[src/rtl/sop_pos_sweeper.sv]
// sop_pos_sweeper: exhaustive input sweeper and mismatch counter for an
// N-input, two-output combinational block (e.g. SOP and POS forms of one
// function). Drives `vec` through 0..2^N-1, one value per clock, and counts
// the vectors whose outputs mismatch.
// Optional feature macro: SWEEP_EXPECT_EN. When defined, each output is
// compared against its own expected truth table (exp1/exp2). When undefined,
// the two outputs are compared against each other, and exp1/exp2 are ignored.
module sop_pos_sweeper #(
  parameter int N = 4
) (
  input  logic               clk,
  input  logic               rst,
  input  logic               start,
  input  logic               o1_in,
  input  logic               o2_in,
  input  logic [(1<<N)-1:0]  exp1,
  input  logic [(1<<N)-1:0]  exp2,
  output logic [N-1:0]       vec,
  output logic               busy,
  output logic               done,
  output logic               pass,
  output logic [N:0]         err_cnt,
  output logic [N-1:0]       first_fail
);

  typedef enum logic [1:0] {
    ST_IDLE  = 2'd0,
    ST_SWEEP = 2'd1,
    ST_DONE  = 2'd2
  } state_t;

  localparam logic [N-1:0] VEC_LAST = {N{1'b1}};
  localparam logic [N-1:0] VEC_ONE  = {{(N-1){1'b0}}, 1'b1};
  localparam logic [N:0]   CNT_ONE  = {{N{1'b0}}, 1'b1};

  state_t       state_q, state_d;
  logic [N-1:0] vec_q, vec_d;
  logic [N:0]   err_cnt_q, err_cnt_d;
  logic [N-1:0] first_fail_q, first_fail_d;
  logic         busy_q, busy_d;
  logic         done_q, done_d;
  logic         pass_q, pass_d;
  logic         mismatch_s;

`ifdef SWEEP_EXPECT_EN
  // Per-output comparison against the expected truth tables; both outputs
  // wrong at one vector still count once.
  always_comb begin
    mismatch_s = (o1_in != exp1[vec_q]) || (o2_in != exp2[vec_q]);
  end
`else
  logic unused_exp_s;

  // The truth-table ports exist only for pin compatibility in this build.
  assign unused_exp_s = ^{exp1, exp2};

  // SOP-vs-POS equivalence: the two circuit outputs must agree.
  always_comb begin
    mismatch_s = (o1_in != o2_in);
  end
`endif

  // Next-state, vector, counter and decoded status computation.
  always_comb begin
    state_d      = state_q;
    vec_d        = vec_q;
    err_cnt_d    = err_cnt_q;
    first_fail_d = first_fail_q;
    case (state_q)
      ST_IDLE, ST_DONE: begin
        if (start) begin
          state_d      = ST_SWEEP;
          vec_d        = '0;
          err_cnt_d    = '0;
          first_fail_d = '0;
        end else begin
          state_d = state_q;
        end
      end
      ST_SWEEP: begin
        // Circuit outputs are combinational from vec_q, so they are valid
        // at the edge that ends this cycle: no extra pipeline stage.
        if (mismatch_s) begin
          err_cnt_d = err_cnt_q + CNT_ONE;
          if (err_cnt_q == '0) begin
            first_fail_d = vec_q;
          end else begin
            first_fail_d = first_fail_q;
          end
        end else begin
          err_cnt_d = err_cnt_q;
        end
        // The last vector is held in DONE so it stays visible.
        if (vec_q == VEC_LAST) begin
          state_d = ST_DONE;
        end else begin
          vec_d = vec_q + VEC_ONE;
        end
      end
      default: begin
        state_d      = ST_IDLE;
        vec_d        = '0;
        err_cnt_d    = '0;
        first_fail_d = '0;
      end
    endcase
    busy_d = (state_d == ST_SWEEP);
    done_d = (state_d == ST_DONE);
    pass_d = (state_d == ST_DONE) && (err_cnt_d == '0);
  end

  // State and output registers; reset has priority over start.
  always_ff @(posedge clk) begin
    if (rst) begin
      state_q      <= ST_IDLE;
      vec_q        <= '0;
      err_cnt_q    <= '0;
      first_fail_q <= '0;
      busy_q       <= 1'b0;
      done_q       <= 1'b0;
      pass_q       <= 1'b0;
    end else begin
      state_q      <= state_d;
      vec_q        <= vec_d;
      err_cnt_q    <= err_cnt_d;
      first_fail_q <= first_fail_d;
      busy_q       <= busy_d;
      done_q       <= done_d;
      pass_q       <= pass_d;
    end
  end

  assign vec        = vec_q;
  assign busy       = busy_q;
  assign done       = done_q;
  assign pass       = pass_q;
  assign err_cnt    = err_cnt_q;
  assign first_fail = first_fail_q;

endmodule
[config.mk]
export PLATFORM = sky130hd
export DESIGN_NAME = sop_pos_sweeper
export DESIGN_NICKNAME = d
export VERILOG_FILES = /design/src/rtl/sop_pos_sweeper.sv
export SDC_FILE = /design/constraint.sdc
export NUM_CORES = 1
export LEC_CHECK = 0
export CAP_MARGIN = 20
export CORE_MARGIN = 8
export CORE_UTILIZATION = 35
export CTS_BUF_LIST = sky130_fd_sc_hd__clkbuf_8
export DETAILED_ROUTE_END_ITERATION = 8
export PLACE_DENSITY_LB_ADDON = 0.1
export SLEW_MARGIN = 20
export SYNTH_ARGS = -nofsm -noshare
export SYNTH_HDL_FRONTEND = slang
export SYNTH_SLANG_ARGS = --single-unit
[constraint.sdc]
create_clock -name clk -period 3.95 [get_ports clk]
set_input_delay 0.395 -clock clk [delete_from_list [all_inputs] [get_ports clk]]
set_output_delay 0.395 -clock clk [all_outputs]
set_load 0.02 [all_outputs]
==> results by group <==
CTS
  – Post_cts resized: 0
  – Clock latency on the worst-skew pair: 0.25 ns
  – CTS tree: built
  – Clk pin slew, worst setup/hold paths: 0.07 ns
  – Clk sinks: 18
  – Post-CTS repair timing setup buffer count: 0
  – Hold buffers post-CTS: 0
  – H-tree Lvls: 1
  – Max Root-Sink Buffers: 2
  – Total CTS buffers: 3
  – CTS root buf: clkbuf_8

Critical path
  – Startpoint class of the critical path: primary input
  – CP arrival: 1.96 ns
  – R2R setup slack: 2.22 ns
  – CP Capture Type: flip-flop
  – Worst R2R Start: state_q[0]$_SDFF_PP0_
  – Crit. Startpoint: o2_in
  – Data required, critical path: 4.08 ns
  – Worst flop-to-flop path endpoint: pass$_SDFF_PP0_
  – Max FO, Critical Path: 9
  – Setup CP Type: primary input to flip-flop
  – Cell count of the worst reg-to-reg path: 5

Floorplanning
  – Die Height: 64.5 um
  – Core Area: 2210 um2
  – I/O pins: 53
  – FP Rows: 17
  – Starting density of the core: 37.2%
  – Die area: 4160 um2
  – Chip width: 64.5 um

Power
  – Total power: 0.000387 W
  – Int Power: 0.000293 W
  – Sw Pwr: 0.0000938 W
  – Clk pwr share: 38.6%
  – Maximum vdd ir drop: 225 uV
  – Combinational Power Share: 12.5%
  – Leakage: 0.426 nW
  – Flop pwr share: 48.9%
  – Power per cell area: 352 nW/um2
  – Switch share: 24.2%

Final layout
  – Synth-to-Final Area Change: 33.8%
  – Nets: 159
  – Finished Layout Cells: 146
  – Antenna diodes: 0
  – Layout cell share with drive strength beyond 1: 4.24%
  – Final Util: 49.7%

Worst hold path
  – HP Start: first_fail[2]$_SDFFE_PP0P_
  – WHS Endpoint: first_fail[2]$_SDFFE_PP0P_
  – Hold Path Depth: 2
  – Hold Path Class: flip-flop to flip-flop

Place
  – Cell count after placement: 142
  – GPL Wtd Cong: 0.748
  – PortBufs: 20
  – Hpwl dp: 1460 um

STA
  – Worst relative slew slack: 54.3%
  – Worst-margin pin slew: 0.684 ns
  – Final worst-path cycle share: 46.4%
  – Final Slew Violations: 0
  – Hold Worst Slack: 0.501 ns
  – Hold Fails Final Rpt: 0
  – # setup viols final: 0
  – Setup TNS: 0 ns
  – Clock Skew: 0.00191 ns
  – FMAX: 546 MHz
  – Crit path time final: 1.83 ns
  – Unrepaired setup endpoints after global routing: false

Routing
  – WL/cell: 13.4 um
  – Pre-Repair DR Iteration Count: 4
  – Total Wirelength: 1960 um
  – Residual DRC: 0
  – Drt via density: 5.11
  – Vias: 746
  – Initial DRC count: 26
  – Post-route ant nets: 0

GRT
  – Vias in the first global route: 680
  – Gr usage total: 10.1%
  – Overflow after GRT: 0
  – Global-route wire length before repair: 3390 um
  – Pin count of the biggest net entering global routing: 11
  – Initial antenna violation count: 0

Synthesis
  – Yosys reg bits: 18
  – Avg Cell Area, Syn: 8.47 um2
  – Post-synth cell types: 29
  – Synth Warn #: 0
  – Cells after Synth: 97
  – Synthesized net count: 137
  – Post-synthesis sequential area ratio: 43.8%
  – Number of synthesized flops with an enable pin: 0
  – Post-Syn Area: 822 um2
  – Async set or reset register ratio after synthesis: 0%
  – Top_reg_cell synth: dfxtp_1

Run status
  – Status: finished clean

Job
  – Max Cap Viol: 0
## worst max path at each step
stage / cells after the start / slack (ns) / endpoint
finish: 6 / 2.12 / pass$_SDFF_PP0_
global route: 5 / 2.00 / pass$_SDFF_PP0_
CTS: 6 / 2.14 / pass$_SDFF_PP0_
detailed placement: 6 / 1.87 / pass$_SDFF_PP0_
global placement: 6 / 1.88 / pass$_SDFF_PP0_
floorplan: 6 / 2.47 / pass$_SDFF_PP0_
## metrics by stage
stage          setup slack, ns  area (um2)
2_1_floorplan             2.47         822
3_3_place_gp              1.88        1040
3_5_place_dp              1.87        1040
4_1_cts                   2.14        1100
5_1_grt                   2.00        1100
6_report                  2.12        1100
## registers in the layout, summed over array words and instances (netlist names)
| signal | flops |
|---|---|
| state_q | 2 |
| vec | 4 |
| pass | 1 |
| first_fail | 4 |
| done | 1 |
| busy | 1 |
| err_cnt | 5 |
## cell usage after synthesis (2+ instances only)
cell	count	area, um2
nand3_1	5	25.0
nand4_1	2	12.5
nand2_1	3	11.3
nor3_1	3	15.0
mux2i_1	4	40.0
nand3b_1	2	15.0
nor2_1	15	56.3
nor2b_1	3	18.8
a21oi_1	9	45.0
and3_1	3	18.8
inv_1	4	15.0
a22oi_1	2	15.0
ha_1	3	37.5
dfxtp_1	18	360
o21ai_0	6	30.0
a21o_1	2	15.0
## final cells by class
cell class,instances,area [um2]
tap,28,35.0
fill,223,1110
clock buffer,4,55.1
timing repair buffer,20,200
multi-input combinational,72,434
sequential,18,360
inverter,4,15.0
## critical path, cell delays in order
cell	delay, ns
clkdlybuf4s50_1	0.50
xor2_2	0.33
nand4_1	0.19
or3_1	0.37
o21ai_1	0.10
nor4_1	0.08
## routing by layer
metal  vias to the layer above  part of all wire, %  GRT usage [%]
li1                        384                    -              -
met1                       344                   48           13.4
met2                        16                   45           14.3
met3                         2                  5.7           2.92
met4                         0                  1.1           5.72
met5                         -                    0              0
## power by group through the flow
stage	registers, W	logic, W	clock network, W
finish	0.000190	0.0000484	0.000149
floorplan	0.000196	0.0000283	0
global placement	0.000193	0.0000476	0
CTS	0.000190	0.0000485	0.000155
detailed placement	0.000194	0.0000482	0
global route	0.000190	0.0000546	0.000162
## cell usage in the layout, fill, tap and decap left out, drive strengths merged, types with 2 or more instances in the layout
cell and count:
nor3 3, clkdlybuf4s50 20, dfxtp 18, nand2 3
ha 3, mux2i 4, a22oi 2, nor2 15
inv 4, nand3b 2, a21oi 9, nor2b 3
and3 3, nand3 5, o21ai 7, a21o 2
clkbuf 4, nand4 2
## kinds of logic after synthesis
logic type	Yosys count	share of synthesized area [%]
mux	4	4.87
simple gates	42	26.0
flops	18	43.8
compound gates	22	15.4
fa+ha+maj	3	4.57
xor+xnor	1	1.98
buf+inv	7	3.35
Power figures use the tool's default switching activity.
